<file path="src/rtl/apb_slave_mux.sv">
// APB slave decoder and response mux: one-hot psel, routed slave response, error answer for unmapped slots.
// Define APB_SLAVE_MUX_TIMEOUT_EN to add the hung-slave timeout (counter, TOUT state, tout_flag).
module apb_slave_mux #(
  parameter int NUM_SLAVES  = 4,
  parameter int PADDR_W     = 16,
  parameter int DATA_W      = 32,
  parameter int SLV_SEL_LSB = 12,
  parameter int TIMEOUT_CYC = 16
) (
  input  logic                         hclk,
  input  logic                         hreset_n,
  input  logic                         psel_en,
  input  logic                         penable,
  input  logic [PADDR_W-1:0]           paddr,
  output logic                         pready_x,
  output logic                         pslverr_x,
  output logic [DATA_W-1:0]            prdata_x,
  output logic [NUM_SLAVES-1:0]        psel,
  input  logic [NUM_SLAVES-1:0]        pready,
  input  logic [NUM_SLAVES-1:0]        pslverr,
  input  logic [NUM_SLAVES*DATA_W-1:0] prdata,
  input  logic                         status_clr,
  output logic                         err_flag,
  output logic                         tout_flag,
  output logic [PADDR_W-1:0]           err_addr
);

`ifdef APB_SLAVE_MUX_TIMEOUT_EN
  typedef enum logic [1:0] {IDLE = 2'd0, ACCESS = 2'd1, TOUT = 2'd2} state_t;
  localparam logic [7:0] CNT_LAST = 8'(TIMEOUT_CYC - 1);
  logic [7:0] cnt_r;
  logic       cnt_clr_s;
  logic       cnt_inc_s;
`else
  typedef enum logic [1:0] {IDLE = 2'd0, ACCESS = 2'd1} state_t;
  logic unused_tout_s;
  assign unused_tout_s = (TIMEOUT_CYC > 0);
`endif

  state_t                  state_r, state_nxt_s;
  logic [2:0]              idx_r, sel_idx_s;
  logic                    mapped_r, sel_mapped_s, setup_s, ld_s;
  logic [NUM_SLAVES-1:0]   acc_oh_s, psel_s;
  logic                    slv_ready_s, slv_err_s;
  logic [DATA_W-1:0]       slv_rdata_s, prdata_s;
  logic                    pready_s, pslverr_s, err_cap_s, tout_cap_s;
  logic                    err_flag_r, tout_flag_r;
  logic [PADDR_W-1:0]      err_addr_r;

  function automatic logic [NUM_SLAVES-1:0] onehot(input logic [2:0] idx, input logic en);
    logic [NUM_SLAVES-1:0] oh;
    for (int i = 0; i < NUM_SLAVES; i++) oh[i] = en && (32'(idx) == i);
    return oh;
  endfunction

  assign sel_idx_s    = paddr[SLV_SEL_LSB +: 3];
  assign sel_mapped_s = (32'(sel_idx_s) < NUM_SLAVES);
  assign setup_s      = psel_en & ~penable;
  assign acc_oh_s     = onehot(idx_r, mapped_r);

  // Route the held slave's response back towards the bridge.
  always_comb begin
    slv_ready_s = |(pready & acc_oh_s);
    slv_err_s   = |(pslverr & acc_oh_s);
    slv_rdata_s = '0;
    for (int i = 0; i < NUM_SLAVES; i++)
      slv_rdata_s = slv_rdata_s | (prdata[i*DATA_W +: DATA_W] & {DATA_W{acc_oh_s[i]}});
  end

  // Next-state and response decode.
  always_comb begin
    state_nxt_s = state_r;
    psel_s      = '0;
    pready_s    = 1'b0;
    pslverr_s   = 1'b0;
    prdata_s    = '0;
    ld_s        = 1'b0;
    err_cap_s   = 1'b0;
    tout_cap_s  = 1'b0;
`ifdef APB_SLAVE_MUX_TIMEOUT_EN
    cnt_clr_s   = 1'b0;
    cnt_inc_s   = 1'b0;
`endif
    case (state_r)
      IDLE: begin
        if (setup_s) begin
          psel_s      = onehot(sel_idx_s, sel_mapped_s);
          ld_s        = 1'b1;
          state_nxt_s = ACCESS;
`ifdef APB_SLAVE_MUX_TIMEOUT_EN
          cnt_clr_s   = 1'b1;
`endif
        end else begin
          state_nxt_s = IDLE;
        end
      end
      ACCESS: begin
        if (!psel_en) begin
          state_nxt_s = IDLE;
        end else if (!mapped_r) begin
          pready_s    = 1'b1;
          pslverr_s   = 1'b1;
          err_cap_s   = 1'b1;
          state_nxt_s = IDLE;
        end else begin
          psel_s    = acc_oh_s;
          pready_s  = slv_ready_s;
          pslverr_s = slv_err_s;
          prdata_s  = slv_rdata_s;
          if (slv_ready_s) begin
            state_nxt_s = IDLE;
`ifdef APB_SLAVE_MUX_TIMEOUT_EN
          end else if (cnt_r == CNT_LAST) begin
            state_nxt_s = TOUT;
          end else begin
            cnt_inc_s   = 1'b1;
`else
          end else begin
`endif
            state_nxt_s = ACCESS;
          end
        end
      end
`ifdef APB_SLAVE_MUX_TIMEOUT_EN
      TOUT: begin
        pready_s    = 1'b1;
        pslverr_s   = 1'b1;
        err_cap_s   = 1'b1;
        tout_cap_s  = 1'b1;
        state_nxt_s = IDLE;
      end
`endif
      default: state_nxt_s = IDLE;
    endcase
  end

  // FSM state and held slave index.
  always_ff @(posedge hclk or negedge hreset_n) begin
    if (!hreset_n) begin
      state_r  <= IDLE;
      idx_r    <= 3'd0;
      mapped_r <= 1'b0;
    end else if (ld_s) begin
      state_r  <= state_nxt_s;
      idx_r    <= sel_idx_s;
      mapped_r <= sel_mapped_s;
    end else begin
      state_r  <= state_nxt_s;
    end
  end

`ifdef APB_SLAVE_MUX_TIMEOUT_EN
  // Saturating access-phase cycle counter.
  always_ff @(posedge hclk or negedge hreset_n) begin
    if (!hreset_n)                           cnt_r <= 8'd0;
    else if (cnt_clr_s)                      cnt_r <= 8'd0;
    else if (cnt_inc_s && cnt_r != 8'hFF)    cnt_r <= cnt_r + 8'd1;
    else                                     cnt_r <= cnt_r;
  end
`endif

  // Sticky status; a capture in the same cycle as status_clr wins.
  always_ff @(posedge hclk or negedge hreset_n) begin
    if (!hreset_n) begin
      err_flag_r  <= 1'b0;
      tout_flag_r <= 1'b0;
      err_addr_r  <= '0;
    end else begin
      err_flag_r  <= err_cap_s  ? 1'b1 : (status_clr ? 1'b0 : err_flag_r);
      tout_flag_r <= tout_cap_s ? 1'b1 : (status_clr ? 1'b0 : tout_flag_r);
      err_addr_r  <= err_cap_s  ? paddr : (status_clr ? '0 : err_addr_r);
    end
  end

  assign psel      = psel_s;
  assign pready_x  = pready_s;
  assign pslverr_x = pslverr_s;
  assign prdata_x  = prdata_s;
  assign err_flag  = err_flag_r;
  assign tout_flag = tout_flag_r;
  assign err_addr  = err_addr_r;

endmodule
</file>
<file path="config.mk">
export PLATFORM = sky130hd
export DESIGN_NAME = apb_slave_mux
export DESIGN_NICKNAME = d
export VERILOG_FILES = /design/src/rtl/apb_slave_mux.sv
export SDC_FILE = /design/constraint.sdc
export NUM_CORES = 1
export LEC_CHECK = 0
export CAP_MARGIN = 20
export CORE_MARGIN = 2
export CORE_UTILIZATION = 33
export DETAILED_ROUTE_END_ITERATION = 12
export GPL_ROUTABILITY_DRIVEN = 0
export PLACE_DENSITY = 0.87
export SLEW_MARGIN = 20
export SYNTH_ARGS = -nofsm -noshare
export SYNTH_HDL_FRONTEND = slang
export SYNTH_SLANG_ARGS = --single-unit
</file>
<file path="constraint.sdc">
create_clock -name hclk -period 3.9 [get_ports hclk]
set_input_delay 0.585 -clock hclk [delete_from_list [all_inputs] [get_ports hclk]]
set_output_delay 0.585 -clock hclk [all_outputs]
set_load 0.02 [all_outputs]
</file>
; ---- Word-level counts from Yosys, hierarchy flattened
; Cells that the tools add are included.
[classes]
n_eq_ne = 7
n_lt_le_gt_ge = 1
reduce_logical = 14
mux = 27
n_bitwise = 11
[op_table]
columns = operator, count
row1 = $and 32x32->32, 4
row2 = $mux 32, 3
row3 = $or 32x32->32, 3
row4 = $mux 16, 2
row5 = $mux 1, 17
row6 = $eq 3x2->1 const B, 4
row7 = $mux 4, 3
row8 = $and 4x4->4, 2
row9 = $logic_and 1x1->1, 8
row10 = $pmux 4 s2, 1
row11 = $reduce_or 4->1, 2
row12 = $eq 3x1->1 const B, 2
row13 = $logic_not 3->1, 2
row14 = $pmux 2 s2, 1
row15 = $lt 3x3->1 const B, 1
row16 = $eq 2x1->1 const B, 1
row17 = $logic_not 2->1, 1
row18 = $reduce_bool 2->1, 1
row19 = $and 1x1->1, 1
row20 = $not 1->1, 1
[word_totals]
output_inout_bits = 56
in_bits = 157
word_cells = 65
reg_bits = 23

; ---- Depth between registers and ports, before layout
[logic_depth]
word_depth = 9
mapped_depth = 6
mapped_depth_nobuf = 3

; ---- Worst setup path after synthesis
; OpenSTA, ideal clock, no wires.
[synth_timing]
path_type = register to output
start = register idx_r[0]
end = output psel[1]
t_required_ns = 3.315
slack_ns = 1.699
path_stages_with_launch = 5
arrival_ns = 1.616
n_path_buf = 2
cell_sequence = dfrtp_1 > buf_2 > buf_2 > inv_1 > o41ai_1
[synth_via]
elab_chain_len = 5
[synth_rtl]
columns = element, line_no
row1 = from (decl), 41  ; logic [2:0] idx_r, sel_idx_s;
row2 = from (signal assigned), 145  ; idx_r <= sel_idx_s;
row3 = $eq 3x1->1, 52  ; for (int i = 0; i < NUM_SLAVES; i++) oh[i] = en && (32'(idx) == i);
row4 = $logic_and 1x1->1, 52
row5 = $mux 4, 100  ; end else if (!mapped_r) begin
row6 = $mux 4, 98  ; if (!psel_en) begin
row7 = $pmux 4 s2, 84  ; case (state_r)
row8 = to (decl), 18  ; output logic [NUM_SLAVES-1:0] psel,
; Every way passes these cells.

; ---- Final worst setup path
[layout_timing]
start = input psel_en
end = output psel[0]
[layout_via]
elab_chain_len = 3
word_cells_on_any_way = 4
cone_classes = 3 x mux / 1 x bitwise
[layout_rtl]
columns = element, line_no
row1 = from (decl), 12  ; input logic psel_en,
row2 = $and 1x1->1, 58  ; assign setup_s = psel_en & ~penable;
row3 = $mux 4, 86  ; if (setup_s) begin
row4 = $pmux 4 s2 (*), 84
; Every way passes the cells marked *; elsewhere a longest branch is shown, timed or not.

==> results.py <==
metrics = {
    "detailed_routing": {
        "firstDrtPassIters": 4,
        "drt_iter0_markers": 93,
        "vias_per_cell": 5.13,
        "drc": 0,
        "wl_um": 9080,
        "vias": 2747,
        "wl_per_cell_um": 16.9,
        "ant_nets": 0,
    },
    "worst_setup_path": {
        "critPathMaxStageDelay_ps": 680,
        "slowest_stage": "clkdlybuf4s50_1",
        "critPathRequiredTime_ps": 3310,
        "cp_num_buf_inv": 2,
        "cp.arrival_ps": 2790,
        "crit_fanout": 7,
        "cp_common_cell": "clkdlybuf4s50_1",
        "critical_path.top_delay_family": "buffers and inverters",
        "reg2reg_slack_ps": 2130,
        "critical_path.cell_chain": "clkdlybuf4s50_1 > nor4b_2 > or3b_2 > o41ai_1 > clkdlybuf4s50_1",
        "cp-start-kind": "primary input",
        "crit_type": "primary input to output pin",
        "crit_path_end_kind": "output pin",
    },
    "global_routing": {
        "met2_usage": 0.403,
        "grt_pass1_vias": 2736,
        "antenna_found_initial": 0,
        "grt_use_total": 0.227,
        "use_met1": 0.271,
        "gr-max-usage-layer": "met2",
        "grt_max_degree": 54,
        "met3_usage": 0.0543,
        "grt_first_pass_wirelength_um": 13500,
        "grt_overflow": 0,
    },
    "placement": {
        "dpl.hpwl_um": 7310,
        "portBuffers": 211,
        "dp.cells": 532,
        "place_area_mm2": 0.00437,
    },
    "floorplan": {
        "die-area_mm2": 0.00749,
        "initial_utilization": 0.337,
        "die_h_um": 86.5,
        "io_pins": 213,
        "rows": 30,
        "core_area_mm2": 0.00668,
        "die_w_um": 86.5,
    },
    "pwr": {
        "power_uw": 1050,
        "comb_power_share": 0.541,
        "powerDensity_mw_per_mm2": 238,
        "intPower_uw": 693,
        "ir_drop_mv": 0.204,
        "switchingPower_uw": 361,
        "p_leak_uw": 0.00169,
        "seq_power_share": 0.302,
        "power.clock.fraction": 0.156,
        "p_sw_frac": 0.343,
    },
    "final_layout": {
        "fin_nets": 614,
        "syn_to_final_growth_pct": 96.8,
        "layout-drive-gt1-share": 0.0373,
        "stdcell_area_mm2": 0.00442,
        "finish.utilization": 0.662,
        "final_cell_mix": "clkdlybuf4s50_1, mux2i_1, nor2_1",
        "instances_no_fill": 536,
        "final_common_cell": "clkdlybuf4s50_1",
        "insertedDiodeCount": 0,
    },
    "yosys": {
        "yosys_register_bits": 22,
        "synth.area.top_cells": "mux2i_1, dfrtp_1, o22a_1",
        "synth_edf_count": 0,
        "synth_area_per_cell_um2": 8.61,
        "postSynthCellCount": 261,
        "syn_nets": 418,
        "ys_seq_area_frac": 0.245,
        "synth_area_mm2": 0.00225,
        "yosysWarningCount": 0,
        "netlist.area_leader.share": 0.289,
        "synthFlopType": "dfrtp_1",
        "synth_area_leader_cell": "mux2i_1",
        "ys_types": 29,
        "ys_async_sr_fraction": 1.00,
    },
    "job": {
        "cap_violations": 0,
    },
    "sta": {
        "tns_ps": 0,
        "rsz0062_at_grt": "false",
        "drv_slew": 0,
        "max_freq_mhz": 297,
        "finalCriticalPeriod_ps": 3370,
        "min_period_over_period": 0.864,
        "slew-limit-headroom": 0.390,
        "setup_violations": 0,
        "hold_violations": 0,
        "finClkSkew_ps": 2.54,
        "worstMarginPinSlew_ps": 916,
    },
    "cts": {
        "clk_path_buf_depth": 2,
        "postCtsHoldBufs": 0,
        "numCtsBuffers": 3,
        "clock_latency_ps": 260,
        "h-tree-depth": 1,
        "cts.sinks": 22,
        "cts_resized": 0,
        "clock-root-buffer": "clkbuf_8",
        "cts_tree": "built",
        "clk_pin_slew_ps": 80,
        "cts_setup_buffers": 0,
    },
    "min_path": {
        "hold_path.class": "primary input to asynchronous set/reset pin",
    },
    "outcome": {
        "outcome": "complete, no violations",
    },
}
==> cells by family after synthesis <==
family                 Yosys count  share of synthesized area
AND/OR/NAND/NOR                 83                      0.182
multiplexers                    68                      0.309
AO/OA/AOI/OAI                   58                      0.193
other                            1                    0.00167
flip-flops                      22                      0.245
buffers and inverters           29                     0.0690
==> path summary, 6_finish.rpt <==
| path | start | end | depth (start not counted) |
|---|---|---|---|
| worst max register to register | idx_r[0] | state_r[0] | 3 |
| max in group asynchronous | hreset_n | idx_r[0] | 1 |
| worst min register to register | err_flag | err_flag | 2 |
| worst max-delay path | psel_en | psel[0] | 5 |
| worst min-delay path | hreset_n | idx_r[0] | 1 |
| min in group hclk | err_flag | err_flag | 2 |
==> power by group through the flow <==
stage                     Sequential [µW]  Clock, µW  Combinational, µW
after global placement                322          0                564
final                                 319        165                571
after detailed placement              324          0                573
after global routing                  327        179                613
after floorplan                       279          0                359
after CTS                             319        168                574
==> Yosys cell counts, drive strengths merged (4+ instances only) <==
master / number
buf: 14
clkbuf: 11
dfrtp: 22
inv: 4
mux2i: 65
nand2: 19
nand2b: 18
nand3: 4
nor2: 34
o21ai: 18
o22a: 32
==> area by class of cell <==
| cell class | count | area [µm²] |
|---|---|---|
| clock buffers | 4 | 55.1 |
| fillers | 579 | 2260 |
| inverters | 4 | 15.0 |
| multi-input cells | 210 | 1540 |
| flip-flops and latches | 22 | 554 |
| well taps | 80 | 100 |
| repair buffers | 216 | 2160 |
==> stage by stage <==
stage	hold WS [ps]	setup slack [ps]
floorplan	289	1700
global placement	510	562
CTS	533	533
detailed placement	521	543
finish	285	530
global route	307	467
==> per-layer routing <==
layer / routed length, µm / vias to the layer above / part of all wire
met3: 634 / 22 / 0.070
met2: 4660 / 122 / 0.51
li1: - / 1335 / -
met1: 3500 / 1268 / 0.39
met4: 284 / 0 / 0.031
met5: 0 / - / 0
==> state kept, by name, indices dropped and copies added (netlist names) <==
signal	cells
err_addr	16
err_flag	1
idx_r	3
mapped_r	1
state_r	1
Power figures use the tool's default switching activity.
